--- config.mk ---
export PLATFORM = sky130hd
export DESIGN_NAME = seg7_scan_flat
export DESIGN_NICKNAME = d
export VERILOG_FILES = /design/src/rtl/seg7_pkg.sv /design/src/rtl/seg7_scan_if.sv /design/src/rtl/seg7_scan_pulse_div.sv /design/src/rtl/seg7_scan.sv /design/src/flat_wrapper.sv
export SDC_FILE = /design/constraint.sdc
export NUM_CORES = 1
export LEC_CHECK = 0
export BUFFER_PORTS_ARGS = -buffer_cell sky130_fd_sc_hd__buf_2
export CORE_UTILIZATION = 58
export DETAILED_ROUTE_END_ITERATION = 10
export PLACE_DENSITY = 0.9
export SLEW_MARGIN = 5
export SYNTH_ARGS = -nofsm -noshare
export SYNTH_HDL_FRONTEND = slang
export SYNTH_SLANG_ARGS = --single-unit
export TNS_END_PERCENT = 30
--- constraint.sdc ---
create_clock -name clk_100MHz -period 3.25 [get_ports clk_100MHz]
set_clock_uncertainty 0.1 [all_clocks]
set_input_delay 0.325 -clock clk_100MHz [delete_from_list [all_inputs] [get_ports clk_100MHz]]
set_output_delay 0.325 -clock clk_100MHz [all_outputs]
set_load 0.01 [all_outputs]
--- src/rtl/seg7_pkg.sv ---
// -----------------------------------------------------------------------------
// seg7_pkg
// Shared constants, types and helpers for the seg7_scan display back-end.
//   NUM_DIGITS  : number of multiplexed digits
//   SEG_BLANK   : all segments off (active-low bus)
//   AN_OFF      : all anodes disabled (active-low enables)
//   ST_GUARD/ST_DRIVE : scan state encodings
//   frame_t     : one coherent frame of digit patterns and masks
//   digit_out() : resolves {seg, dp} for one digit of a frame
// -----------------------------------------------------------------------------
package seg7_pkg;

  localparam int         NUM_DIGITS = 8;
  localparam logic [6:0] SEG_BLANK  = 7'h7F;
  localparam logic [7:0] AN_OFF     = 8'hFF;

  // Scan state: GUARD keeps every anode off while the bus settles on the new
  // digit, DRIVE enables exactly one anode.
  localparam logic [0:0] ST_GUARD = 1'b0;
  localparam logic [0:0] ST_DRIVE = 1'b1;

  typedef struct packed {
    logic [NUM_DIGITS-1:0][6:0] seg;    // active-low patterns, [0] = leftmost
    logic [NUM_DIGITS-1:0]      blank;  // force dark
    logic [NUM_DIGITS-1:0]      blink;  // dark during blink-off phase
    logic [NUM_DIGITS-1:0]      dp;     // decimal point lit (active-high here)
  } frame_t;

  localparam frame_t FRAME_RESET = '{
    seg:   {NUM_DIGITS{SEG_BLANK}},
    blank: '0,
    blink: '0,
    dp:    '0
  };

  // Returns {seg_out, dp_out} for digit i; dark digits drive everything off.
  function automatic logic [7:0] digit_out(input frame_t f,
                                           input logic [2:0] i,
                                           input logic blink_on);
    logic dark;
    dark = f.blank[i] | (f.blink[i] & ~blink_on);
    return dark ? {SEG_BLANK, 1'b1} : {f.seg[i], ~f.dp[i]};
  endfunction

endpackage

--- src/rtl/seg7_scan_if.sv ---
// -----------------------------------------------------------------------------
// seg7_scan_if
// Bundle between the calendar/clock front-end and the display scanner.
//   seg7_0..seg7_7 : decoded digit patterns, active-low, digit 0 leftmost
//   blank_mask     : bit i forces digit i dark
//   blink_mask     : bit i blanks digit i during the blink-off phase
//   dp_mask        : bit i lights the decimal point of digit i
//   seg_out/dp_out : shared segment bus and decimal point, active-low
//   an_out         : anode enables, active-low, at most one low
//   frame_tick     : one-cycle pulse at each new frame
// Modports: master = front-end / bench, slave = seg7_scan.
// -----------------------------------------------------------------------------
interface seg7_scan_if;

  logic [6:0] seg7_0, seg7_1, seg7_2, seg7_3;
  logic [6:0] seg7_4, seg7_5, seg7_6, seg7_7;
  logic [7:0] blank_mask;
  logic [7:0] blink_mask;
  logic [7:0] dp_mask;
  logic [6:0] seg_out;
  logic       dp_out;
  logic [7:0] an_out;
  logic       frame_tick;

  modport master (
    output seg7_0, seg7_1, seg7_2, seg7_3, seg7_4, seg7_5, seg7_6, seg7_7,
    output blank_mask, blink_mask, dp_mask,
    input  seg_out, dp_out, an_out, frame_tick
  );

  modport slave (
    input  seg7_0, seg7_1, seg7_2, seg7_3, seg7_4, seg7_5, seg7_6, seg7_7,
    input  blank_mask, blink_mask, dp_mask,
    output seg_out, dp_out, an_out, frame_tick
  );

endinterface

--- src/rtl/seg7_scan_pulse_div.sv ---
// -----------------------------------------------------------------------------
// pulse_div
// Free-running counter 0..N-1 with a combinational pulse in the cycle the
// counter sits at N-1 (the cycle before it wraps to 0).
//   clk   : clock
//   rst_n : asynchronous active-low reset (counter -> 0)
//   pulse : high while count == N-1
// -----------------------------------------------------------------------------
module pulse_div #(
  parameter int N = 2
) (
  input  logic clk,
  input  logic rst_n,
  output logic pulse
);

  localparam int W = (N > 1) ? $clog2(N) : 1;

  logic [W-1:0] cnt;

  assign pulse = (cnt == W'(N - 1));

  // NOTE: sequential state uses non-blocking assignments so every flop samples
  // pre-edge values regardless of block evaluation order.
  always_ff @(posedge clk or negedge rst_n) begin
    if (!rst_n)     cnt <= '0;
    else if (pulse) cnt <= '0;
    else            cnt <= cnt + W'(1);
  end

endmodule

--- src/rtl/seg7_scan.sv ---
// -----------------------------------------------------------------------------
// seg7_scan
// Time-multiplexed 8-digit 7-segment driver with frame-coherent snapshot,
// anti-ghosting guard time, per-digit blanking, blink and decimal points.
//   clk_100MHz : system clock
//   reset      : asynchronous active-low reset
//   disp       : seg7_scan_if.slave (digit patterns and masks in; segment
//                bus, decimal point, anode enables and frame_tick out)
// -----------------------------------------------------------------------------
module seg7_scan
  import seg7_pkg::*;
#(
  parameter int CLK_HZ    = 100_000_000,
  parameter int SCAN_HZ   = 8000,
  parameter int GUARD_CYC = 64,
  parameter int BLINK_HZ  = 2
) (
  input  logic        clk_100MHz,
  input  logic        reset,
  seg7_scan_if.slave  disp
);

  localparam int DIV  = CLK_HZ / SCAN_HZ;
  localparam int HALF = CLK_HZ / (2 * BLINK_HZ);
  localparam int GW   = (GUARD_CYC > 1) ? $clog2(GUARD_CYC) : 1;

  if (DIV < GUARD_CYC + 2) begin : g_bad_div
    $error("seg7_scan: DIV (%0d) must be at least GUARD_CYC+2 (%0d)", DIV, GUARD_CYC + 2);
  end
  if (GUARD_CYC < 1) begin : g_bad_guard
    $error("seg7_scan: GUARD_CYC must be at least 1");
  end

  logic          step;
  logic          blink_wrap;
  logic [2:0]    idx;
  logic [2:0]    idx_nxt;
  logic          wrap;
  logic [0:0]    state;
  logic [GW-1:0] guard_cnt;
  logic          blink_on;
  logic [6:0]    seg_q;
  logic          dp_q;
  logic          frame_tick_q;
  frame_t        snap;
  frame_t        live;
  frame_t        load_src;
  logic [7:0]    digit_nxt;

  pulse_div #(.N(DIV)) u_scan_div (
    .clk   (clk_100MHz),
    .rst_n (reset),
    .pulse (step)
  );

  pulse_div #(.N(HALF)) u_blink_div (
    .clk   (clk_100MHz),
    .rst_n (reset),
    .pulse (blink_wrap)
  );

  // NOTE: every signal written in always_comb gets a value on every path so no
  // latch is inferred.
  always_comb begin
    live       = FRAME_RESET;
    live.seg[0] = disp.seg7_0;
    live.seg[1] = disp.seg7_1;
    live.seg[2] = disp.seg7_2;
    live.seg[3] = disp.seg7_3;
    live.seg[4] = disp.seg7_4;
    live.seg[5] = disp.seg7_5;
    live.seg[6] = disp.seg7_6;
    live.seg[7] = disp.seg7_7;
    live.blank = disp.blank_mask;
    live.blink = disp.blink_mask;
    live.dp    = disp.dp_mask;

    idx_nxt  = idx + 3'd1;
    wrap     = (idx == 3'd7);
    // Digit 0 of a new frame is loaded on the same edge the snapshot is taken,
    // so it must come straight from the inputs being captured.
    load_src  = wrap ? live : snap;
    digit_nxt = digit_out(load_src, idx_nxt, blink_on);
  end

  always_ff @(posedge clk_100MHz or negedge reset) begin
    if (!reset) begin
      idx          <= '0;
      state        <= ST_GUARD;
      guard_cnt    <= '0;
      blink_on     <= 1'b1;
      seg_q        <= SEG_BLANK;
      dp_q         <= 1'b1;
      frame_tick_q <= 1'b0;
      // NOTE: the snapshot register is reset on purpose so the first frame
      // after reset is dark instead of showing power-up garbage.
      snap         <= FRAME_RESET;
    end else begin
      frame_tick_q <= step & wrap;
      if (blink_wrap) blink_on <= ~blink_on;

      if (step) begin
        idx       <= idx_nxt;
        state     <= ST_GUARD;
        guard_cnt <= '0;
        seg_q     <= digit_nxt[7:1];
        dp_q      <= digit_nxt[0];
        if (wrap) snap <= live;
      end else if (state == ST_GUARD) begin
        if (guard_cnt == GW'(GUARD_CYC - 1)) state     <= ST_DRIVE;
        else                                 guard_cnt <= guard_cnt + GW'(1);
      end
    end
  end

  // Anodes decode directly from the state flops, so reset forces them off
  // asynchronously and at most one bit can ever be low.
  assign disp.an_out     = (state == ST_DRIVE) ? ~(8'h01 << idx) : AN_OFF;
  assign disp.seg_out    = seg_q;
  assign disp.dp_out     = dp_q;
  assign disp.frame_tick = frame_tick_q;

endmodule

--- src/flat_wrapper.sv ---
// flat-port wrapper written by rule: the top's interface ports become plain ports
module seg7_scan_flat import seg7_pkg::*;
#(
  parameter int CLK_HZ    = 100_000_000,
  parameter int SCAN_HZ   = 8000,
  parameter int GUARD_CYC = 64,
  parameter int BLINK_HZ  = 2
)
  (clk_100MHz, reset, disp_seg7_0, disp_seg7_1, disp_seg7_2, disp_seg7_3, disp_seg7_4, disp_seg7_5, disp_seg7_6, disp_seg7_7, disp_blank_mask, disp_blink_mask, disp_dp_mask, disp_seg_out, disp_dp_out, disp_an_out, disp_frame_tick);
  seg7_scan_if disp_i ();
  input  logic clk_100MHz;
  input  logic reset;
  input wire logic [$bits(disp_i.seg7_0)-1:0] disp_seg7_0;
  input wire logic [$bits(disp_i.seg7_1)-1:0] disp_seg7_1;
  input wire logic [$bits(disp_i.seg7_2)-1:0] disp_seg7_2;
  input wire logic [$bits(disp_i.seg7_3)-1:0] disp_seg7_3;
  input wire logic [$bits(disp_i.seg7_4)-1:0] disp_seg7_4;
  input wire logic [$bits(disp_i.seg7_5)-1:0] disp_seg7_5;
  input wire logic [$bits(disp_i.seg7_6)-1:0] disp_seg7_6;
  input wire logic [$bits(disp_i.seg7_7)-1:0] disp_seg7_7;
  input wire logic [$bits(disp_i.blank_mask)-1:0] disp_blank_mask;
  input wire logic [$bits(disp_i.blink_mask)-1:0] disp_blink_mask;
  input wire logic [$bits(disp_i.dp_mask)-1:0] disp_dp_mask;
  output wire logic [$bits(disp_i.seg_out)-1:0] disp_seg_out;
  output wire logic [$bits(disp_i.dp_out)-1:0] disp_dp_out;
  output wire logic [$bits(disp_i.an_out)-1:0] disp_an_out;
  output wire logic [$bits(disp_i.frame_tick)-1:0] disp_frame_tick;
  assign disp_i.seg7_0 = disp_seg7_0;
  assign disp_i.seg7_1 = disp_seg7_1;
  assign disp_i.seg7_2 = disp_seg7_2;
  assign disp_i.seg7_3 = disp_seg7_3;
  assign disp_i.seg7_4 = disp_seg7_4;
  assign disp_i.seg7_5 = disp_seg7_5;
  assign disp_i.seg7_6 = disp_seg7_6;
  assign disp_i.seg7_7 = disp_seg7_7;
  assign disp_i.blank_mask = disp_blank_mask;
  assign disp_i.blink_mask = disp_blink_mask;
  assign disp_i.dp_mask = disp_dp_mask;
  assign disp_seg_out = disp_i.seg_out;
  assign disp_dp_out = disp_i.dp_out;
  assign disp_an_out = disp_i.an_out;
  assign disp_frame_tick = disp_i.frame_tick;
  seg7_scan #(.CLK_HZ(CLK_HZ), .SCAN_HZ(SCAN_HZ), .GUARD_CYC(GUARD_CYC), .BLINK_HZ(BLINK_HZ)) u_core (.clk_100MHz(clk_100MHz), .reset(reset), .disp(disp_i));
endmodule
[Yosys cells after proc, flatten, opt, wreduce, memory -nomap -nowiden]
Cells that the tools add are included.
Storage, ports and cells
  bits in registers: 139
  output and inout bits: 17
  bits of input ports: 82
  word-level logic and storage cells: 58
Operators by class
  add/sub/neg operators: 4
  mux-type cells: 19
  bitwise gates (word level): 6
  magnitude comparators: 1
  equal/unequal tests: 6
  reduce and logical (&&, ||, !) cells: 1
  shifts and indexed selects: 1
Operators by type and width (number)
  80-bit two-way mux: 1
  25-bit by 1-bit adder with 25-bit output (second input constant): 1
  25-bit == test (second input constant): 1
  25-bit two-way mux: 1
  7-bit binary-select mux with 3-bit select: 1
  6-bit two-way mux: 3
  8-bit two-way mux: 2
  14-bit by 1-bit adder with 14-bit output (second input constant): 1
  14-bit == test (second input constant): 1
  14-bit two-way mux: 1
  1-bit binary-select mux with 3-bit select: 3
  8-bit inverter: 1
  1-bit by 3-bit left shift with 8-bit output (first input constant): 1
  7-bit two-way mux: 1
  6-bit by 1-bit adder with 6-bit output (second input constant): 1
  6-bit == test (second input constant): 1
  1-bit two-way mux: 6
  3-bit by 4-bit less-than comparator with 1-bit output (second input constant): 1
  2-bit by 1-bit inequality test with 1-bit output (second input constant): 2
  3-bit by 1-bit adder with 3-bit output (second input constant): 1
  3-bit == test (second input constant): 1
  1-bit bitwise AND: 2
  1-bit inverter: 2
  2-bit AND reduction: 1
  1-bit OR: 1

[Logic depth before layout (Yosys ltp)]
Gate-level depths: netlist of run 1.
  word-level depth: 7
  gate-level depth with buffers: 10
  gate-level depth less buffers: 7

[Modules after synthesis]
A second synthesis of run 1 with hierarchy kept.
Second synthesis, totals
  cells, all modules: 515
  area, all modules: 7280.7 sq um
Modules (own cells, without submodules)
  seg7_scan: seq. area each 2583.7 sq um, instances 1, cells each 325, area each 5292.6 sq um
  pulse_div at u_core.u_blink_div: seq. area each 625.6 sq um, instances 1, cells each 129, area each 1313.8 sq um
  pulse_div at u_core.u_scan_div: seq. area each 350.3 sq um, instances 1, cells each 61, area each 674.4 sq um

[Least setup slack after synthesis of run 1]
No wires, ideal clock.
  path kind: register to register
  start: reg u_core.idx[0]
  end: reg u_core.seg_q[3] (netlist: u_core.disp.seg_out[3])
  data required time: 3.048 ns
  arrival: 2.406 ns
  cell stages (with the launch flop): 11
  path buffers: 4
  setup time: 0.102 ns
  clock period less this slack: 2.608 ns
  setup slack: 0.642 ns
  cell sequence: dfrtp_1 > clkbuf_1 > inv_2 > ha_1 > buf_2 > buf_2 > buf_1 > mux4_2 > o22ai_1 > o21a_1 > o21ai_0
Between the ends
  elaborated cells on any way between the ends: 12
  those cells by class: add/sub: 1; eq/ne: 1; mux: 8; bitwise: 2
RTL lines
  start, declared: line seg7_scan.sv:36  | logic [2:0] idx;
  start signal, assigned: line seg7_scan.sv:103  | idx <= idx_nxt;
  3-bit by 1-bit adder with 3-bit output (*): line seg7_scan.sv:78  | idx_nxt = idx + 3'd1;
  named net u_core.idx_nxt[0]: line seg7_scan.sv:37  | logic [2:0] idx_nxt;
  1-bit binary-select mux with 3-bit select: line seg7_pkg.sv:41  | dark = f.blank[i] | (f.blink[i] & ~blink_on);
  1-bit two-way mux (implied by the code): line seg7_pkg.sv:41
  1-bit bitwise AND: line seg7_pkg.sv:41
  1-bit OR: line seg7_pkg.sv:41
  8-bit two-way mux (*): line seg7_pkg.sv:42  | return dark ? {SEG_BLANK, 1'b1} : {f.seg[i], ~f.dp[i]};
  end signal, assigned: line seg7_scan.sv:106  | seg_q <= digit_nxt[7:1];
  end, declared: line seg7_scan.sv:42  | logic [6:0] seg_q;
Mark *: on every way through the listed nets, which the timed path passes. The rest lies on a longest branch. The select of a mux whose other input is x is not followed.
A chain may end at the register's enable or synchronous reset.

[Final worst setup path of run 1]
  start: reg u_core.idx[0]
  end: reg u_core.seg_q[5] (netlist: u_core.disp.seg_out[5])
Between the ends
  cells in the longest elaborated chain, start to end: 7
  elaborated cells on any way between the ends: 12
  those cells by class: add/sub: 1; eq/ne: 1; mux: 8; bitwise: 2
RTL lines (line)
  parallel branches: the longest is 6 deep, another holds 3-bit by 1-bit adder with 3-bit output
  8-bit two-way mux (*): seg7_pkg.sv:42
Mark *: on every way between the ends. The select of a mux whose other input is x is not followed.

==> results of run 1 <==
## how the worst max path moves through the flow
| stage | start | to | slack (ns) | depth (start not counted) |
|---|---|---|---|---|
| 6_report | u_core.idx[0]$_DFFE_PN0N_ | u_core.disp.seg_out[5]$_DFFE_PN1N_ | 0.38 | 10 |
| 5_1_grt | u_core.idx[0]$_DFFE_PN0N_ | u_core.disp.seg_out[1]$_DFFE_PN1N_ | 0.18 | 7 |
| 4_1_cts | u_core.idx[0]$_DFFE_PN0N_ | u_core.disp.seg_out[5]$_DFFE_PN1N_ | 0.36 | 10 |
| 3_5_place_dp | u_core.idx[0]$_DFFE_PN0N_ | u_core.disp.seg_out[5]$_DFFE_PN1N_ | 0.37 | 10 |
| 3_3_place_gp | u_core.idx[0]$_DFFE_PN0N_ | u_core.disp.seg_out[3]$_DFFE_PN1N_ | 0.58 | 9 |
| 2_1_floorplan | u_core.idx[0]$_DFFE_PN0N_ | u_core.disp.seg_out[3]$_DFFE_PN1N_ | 0.64 | 10 |
## metal layers
metal	track usage (%)	routed length, µm	up-vias
met5	0	0	-
met4	13.6	555	0
met3	6.26	893	48
met2	46.0	8270	219
met1	37.4	6830	2586
li1	-	-	2180
## stage by stage
stage                     setup WS [ns]  cell area, µm²  hold slack (ns)
after detailed placement          0.371            7680            0.360
after global placement            0.583            7680            0.354
after CTS                         0.359            8260           0.0202
final                             0.379            8260           0.0337
after global routing              0.175            8260           0.0324
after floorplan                   0.642            7070          -0.0706
## Yosys cell counts (all sizes together)
cell type,number
mux2,80
dfrtp,74
dfstp,65
mux4,38
nor2,36
nand2,27
xnor2,23
nand3,22
buf,21
o22ai,13
o21ai,12
xor2,12
nand4,11
and3,9
ha,9
mux2i,9
nor4,9
nor2b,8
clkbuf,7
inv,7
nor3,7
o21a,6
and4,5
a21oi,4
a22o,3
a2111oi,2
a21o,2
nand2b,2
nor4b,2
nor3b,1
nor4bb,1
o211a,1
o211ai,1
o41ai,1
or2,1
or4b,1
## logic make-up after synthesis
family | share of synthesized area (%)
AO/OA/AOI/OAI | 4.12
XOR/XNOR | 4.34
adder cells (fa/ha/maj) | 1.59
buffers and inverters | 2.85
flip-flops | 50.3
multiplexers | 26.1
AND/OR/NAND/NOR | 10.6
## what timing repair did
action / CTS / global route
setup buffers: 0 / 0
hold buffers: 1 / 0
endpoints found under the hold margin: 74 / 0
## layout make-up
class / instances / area (µm²)
sequential: 139 / 3560
fill: 714 / 3410
multi-input combinational: 358 / 3310
timing repair buffer: 113 / 612
clock buffer: 24 / 513
tap: 143 / 179
clock inverter: 8 / 52.6
inverter: 7 / 26.3
## registers in the layout (all words and copies together) (netlist names)
register                flops
u_core.idx                  3
u_core.disp.seg_out         7
u_core.guard_cnt            6
u_core.u_scan_div.cnt      14
u_core.disp.frame_tick      1
u_core.state                1
u_core.blink_on             1
u_core.snap                80
u_core.u_blink_div.cnt     25
u_core.disp.dp_out          1
## critical path, cell delays in order (launching register included)
cell and delay, ns:
dfrtp_1 0.40, buf_4 0.19, ha_1 0.21, ha_2 0.28, buf_4 0.21, buf_4 0.29
mux4_2 0.55, mux2i_1 0.22, mux2i_1 0.11, mux2i_1 0.16, nand2_1 0.07
## cells in the final DEF, fill, tap and decap left out, types with 9 or more instances in the layout
master / Yosys / routed
buf_2: 8 / 97
mux2_1: 79 / 79
dfrtp_1: 74 / 74
dfstp_2: 65 / 65
mux4_2: 38 / 38
nor2_1: 36 / 36
nand2_1: 26 / 26
xnor2_1: 23 / 23
nand3_1: 22 / 22
clkbuf_16: 0 / 18
buf_4: 0 / 14
o22ai_1: 13 / 13
xor2_1: 12 / 12
o21ai_0: 12 / 12
nand4_1: 10 / 10
and3_1: 9 / 9
mux2i_1: 9 / 9
## where the power goes
group | internal (W) | switching, W
Clock | 0.00110 | 0.000724
Sequential | 0.00181 | 0.0000285
Combinational | 0.0000999 | 0.0000950
==> results.sh, run 1 <==
export IMPL_cp_start_kind="flip-flop"
export IMPL_layout_drive_gt1_share_pct=39.1
export IMPL_required_ns=3.48
export IMPL_synth_warnings=0
export IMPL_drtIter0Drc=588
export IMPL_die_w_um=112
export IMPL_diodes=0
export IMPL_finalSetupViolCount=0
export IMPL_r2r_end="u_core.disp.seg_out[5]$_DFFE_PN1N_"
export IMPL_outcome="finished, final reports clean"
export IMPL_rows=39
export IMPL_globalplace_congestion=0.838
export IMPL_rsz0062_at_grt="false"
export IMPL_period_needed_ns=2.87
export IMPL_grt_max_degree=98
export IMPL_cts_sinks=139
export IMPL_ctsResizeCount=0
export IMPL_yosys_area_top_type="dfrtp_1"
export IMPL_hp_class="input port to flip-flop"
export IMPL_avgViaCountPerCell=6.35
export IMPL_dp_hpwl_um=11600
export IMPL_dp_cells=759
export IMPL_critPathArrivalTime_ns=3.10
export IMPL_postSynthCellCount=532
export IMPL_fp_dieH_um=112
export IMPL_antenna_found_initial=0
export IMPL_ys_seq_area_share_pct=50.3
export IMPL_grtUsageTotal_pct=28.6
export IMPL_grt_overflow=0
export IMPL_final_cells=792
export IMPL_ant_nets=0
export IMPL_slew_viol_final=0
export IMPL_die_area_um2=12600
export IMPL_vias=5033
export IMPL_synth_top_area_share_pct=26.2
export IMPL_synth_seq_cells=139
export IMPL_tns_ns=0
export IMPL_fmax_mhz=348
export IMPL_end_kind="flip-flop"
export IMPL_cts_htree_levels=4
export IMPL_io_buffers=98
export IMPL_final_util_pct=70.8
export IMPL_post_route_period_util_pct=88.3
export IMPL_maxCapViolCount=0
export IMPL_hold_viol=0
export IMPL_syn_to_final_growth_pct=16.8
export IMPL_cts_tree="yes"
export IMPL_min_delay_start="disp_seg7_3[3]"
export IMPL_worstReg2RegStart="u_core.idx[0]$_DFFE_PN0N_"
export IMPL_insertion_delay_ns=0.42
export IMPL_finalPower_w=0.00386
export IMPL_synth_area_leaders="dfrtp_1 (26%), dfstp_2 (24%), mux2_1 (13%)"
export IMPL_wl_um=16500
export IMPL_ios=99
export IMPL_worstPathMaxFanout=12
export IMPL_grt_pass1_wl_um=27500
export IMPL_root_buffer="clkbuf_16"
export IMPL_tightest_slew_ns=1.03
export IMPL_hold_end="u_core.snap[48]$_DFFE_PN1N_"
export IMPL_synth_nets=623
export IMPL_relSlewSlack_pct=31.5
export IMPL_grt_pass1_vias=5317
export IMPL_wl_per_cell_um=20.9
export IMPL_ff2ff_setup_slack_ns=0.38
export IMPL_synth_area_um2=7070
export IMPL_nets=727
export IMPL_ff2ff_path_depth=10
export IMPL_clockBufferDepth=2
export IMPL_holdPathStages=2
export IMPL_start_util_pct=60.6
export IMPL_ir_worst_vdd_mv=0.409
export IMPL_avgSynthCellArea_um2=13.3
export IMPL_numCtsBuffers=17
export IMPL_coreArea_um2=11700
export IMPL_drc_errors=0
export IMPL_crit_type="flip-flop to flip-flop"
export IMPL_synth_cell_types=44
export IMPL_clk_pin_slew_ns=0.06
export IMPL_detailedRoute_firstPassIterationCount=5
export IMPL_power_density_nw_per_um2=468
export IMPL_p_leak_nw=3.48
Power figures use the tool's default switching activity.
==> run 2: changes to the inputs <==
--- a/config.mk
+++ b/config.mk
@@ -7,6 +7,7 @@
 export LEC_CHECK = 0
 export BUFFER_PORTS_ARGS = -buffer_cell sky130_fd_sc_hd__buf_2
 export CORE_UTILIZATION = 58
+export CTS_BUF_LIST = sky130_fd_sc_hd__clkbuf_16
 export DETAILED_ROUTE_END_ITERATION = 10
 export PLACE_DENSITY = 0.9
 export SLEW_MARGIN = 5
==> run 2 against run 1 <==
Against the previous run: cell area shrank 0.48%; clock power is 6% lower; utilization is 0.34 points lower; critical path type unchanged; wire length about the same; first-iteration DRC count up 0.17%; sequential share of layout area is 0.21 points higher; maximum frequency shrank 0.60%; worst hold slack better by 0.0038 ns; total power decreased by 2.8%; largest power group unchanged; critical path depth unchanged.
==> results.sh, run 2 (same netlist as run 1, synthesis figures left out) <==
export IMPL_r2r_end="u_core.disp.seg_out[5]$_DFFE_PN1N_"
export IMPL_tns_ns=0
export IMPL_cp_endpoint="u_core.disp.seg_out[5]$_DFFE_PN1N_"
export IMPL_avgViaCountPerCell=6.30
export IMPL_largest_registers="u_core.snap x80, u_core.u_blink_div.cnt x25, u_core.u_scan_div.cnt x14"
export IMPL_cts_tree="yes"
export IMPL_grt_overflow=0
export IMPL_end_kind="flip-flop"
export IMPL_nets=727
export IMPL_layout_drive_gt1_share_pct=38.5
export IMPL_final_util_pct=70.5
export IMPL_cp_start_kind="flip-flop"
export IMPL_critPathArrivalTime_ns=3.11
export IMPL_insertion_delay_ns=0.42
export IMPL_ir_worst_vdd_mv=0.409
export IMPL_worstReg2RegStart="u_core.idx[0]$_DFFE_PN0N_"
export IMPL_layout_commonest_cell="buf_2"
export IMPL_place_area_um2=7680
export IMPL_clockBufferDepth=2
export IMPL_hold_viol=0
export IMPL_power_density_nw_per_um2=457
export IMPL_ff2ff_setup_slack_ns=0.36
export IMPL_p_leak_nw=3.46
export IMPL_io_buffers=98
export IMPL_final_cells=792
export IMPL_antenna_found_initial=0
export IMPL_ctsResizeCount=0
export IMPL_wl_per_cell_um=20.9
export IMPL_crit_type="flip-flop to flip-flop"
export IMPL_post_route_period_util_pct=88.9
export IMPL_clk_pin_slew_ns=0.06
export IMPL_cts_setup_buffers=0
export IMPL_grt_max_degree=98
export IMPL_grt_pass1_vias=5273
export IMPL_required_ns=3.47
export IMPL_largest_register_ffs=80
export IMPL_drtIter0Drc=589
export IMPL_syn_to_final_growth_pct=16.2
export IMPL_drc_errors=0
export IMPL_start_util_pct=60.6
export IMPL_tightest_slew_ns=1.03
export IMPL_maxCapViolCount=0
export IMPL_worstPathMaxFanout=12
export IMPL_grt_pass1_wl_um=27200
export IMPL_globalplace_congestion=0.838
export IMPL_detailedRoute_firstPassIterationCount=5
export IMPL_fmax_mhz=346
export IMPL_cts_htree_levels=4
export IMPL_coreArea_um2=11700
export IMPL_cp_startpoint="u_core.idx[0]$_DFFE_PN0N_"
export IMPL_dp_hpwl_um=11600
export IMPL_relSlewSlack_pct=31.1
export IMPL_regMostFlops="u_core.snap"
export IMPL_dp_cells=759
export IMPL_die_w_um=112
export IMPL_cts_sinks=139
export IMPL_diodes=0
export IMPL_fp_dieH_um=112
export IMPL_ant_nets=0
export IMPL_period_needed_ns=2.89
export IMPL_outcome="finished, final reports clean"
export IMPL_vias=4993
export IMPL_numCtsBuffers=17
export IMPL_fin_area_um2=8220
export IMPL_grtUsageTotal_pct=28.3
export IMPL_ios=99
export IMPL_wl_um=16500
export IMPL_die_area_um2=12600
export IMPL_root_buffer="clkbuf_16"
export IMPL_hp_class="input port to flip-flop"
export IMPL_rsz0062_at_grt="false"
export IMPL_finalSetupViolCount=0
export IMPL_ff2ff_path_depth=10
export IMPL_final_cell_mix="buf_2 (97), mux2_1 (79), dfrtp_1 (74), dfstp_2 (65), mux4_2 (38)"
export IMPL_slew_viol_final=0
export IMPL_rows=39
-- run 2: changes by cell type in the layout (fill, tap and decap cells not counted), sizes merged --
| cell | before | now |
|---|---|---|
| clkbuf | 24 | 18 |
| clkinv | 3 | 7 |
| inv | 12 | 14 |
-- run 2: power breakdown --
part | internal [W] | switching (W) | leakage [nW] | total (W)
clock network | 0.00100 | 0.000716 | 0.273 | 0.00172
logic | 0.0000999 | 0.0000950 | 1.57 | 0.000195
registers | 0.00181 | 0.0000280 | 1.62 | 0.00184
total | 0.00291 | 0.000839 | 3.46 | 0.00375
-- run 2: timing repair --
| item | 4_1_cts | 5_1_grt |
|---|---|---|
| endpoints found under the setup margin | 0 | 0 |
| hold endpoints to repair | 74 | 0 |
| hold buffers | 1 | 0 |
-- run 2: per-stage QoR --
stage          power (W)  worst slack [ns]  hold slack, ns
2_1_floorplan    0.00193             0.642         -0.0706
3_3_place_gp     0.00204             0.583           0.354
3_5_place_dp     0.00206             0.371           0.360
4_1_cts          0.00378             0.358          0.0236
5_1_grt          0.00387             0.179          0.0280
6_report         0.00375             0.362          0.0375
-- run 2: worst min path at each step --
stage | from | to | depth (start not counted)
finish | disp_seg7_3[6] | u_core.snap[51]$_DFFE_PN1N_ | 2
global route | disp_seg7_7[6] | u_core.snap[79]$_DFFE_PN1N_ | 2
CTS | disp_seg7_7[6] | u_core.snap[79]$_DFFE_PN1N_ | 2
detailed placement | u_core.u_blink_div.cnt[4]$_DFF_PN0_ | u_core.u_blink_div.cnt[4]$_DFF_PN0_ | 1
global placement | u_core.u_blink_div.cnt[4]$_DFF_PN0_ | u_core.u_blink_div.cnt[4]$_DFF_PN0_ | 1
floorplan | reset | u_core.disp.frame_tick$_DFF_PN0_ | 0
-- run 2: final cells by class --
class,instances,area (µm²)
clock buffer,18,450
clock inverter,14,75.1
fill,719,3450
inverter,7,26.3
multi-input combinational,358,3310
sequential,139,3560
tap,143,179
timing repair buffer,113,612
-- run 2: layer usage --
layer,global-route usage (%),vias up,wire (µm)
met4,12.4,0,518
met1,36.7,2551,6760
met3,6.75,53,980
met2,46.0,209,8280
li1,-,2180,-
met5,0,-,0
-- run 2: critical path, stage by stage (launching register included) --
cell     delay, ns
dfrtp_1       0.40
buf_4         0.20
ha_1          0.21
ha_2          0.27
buf_4         0.21
buf_4         0.29
mux4_2        0.55
mux2i_1       0.23
mux2i_1       0.11
mux2i_1       0.17
nand2_1       0.07
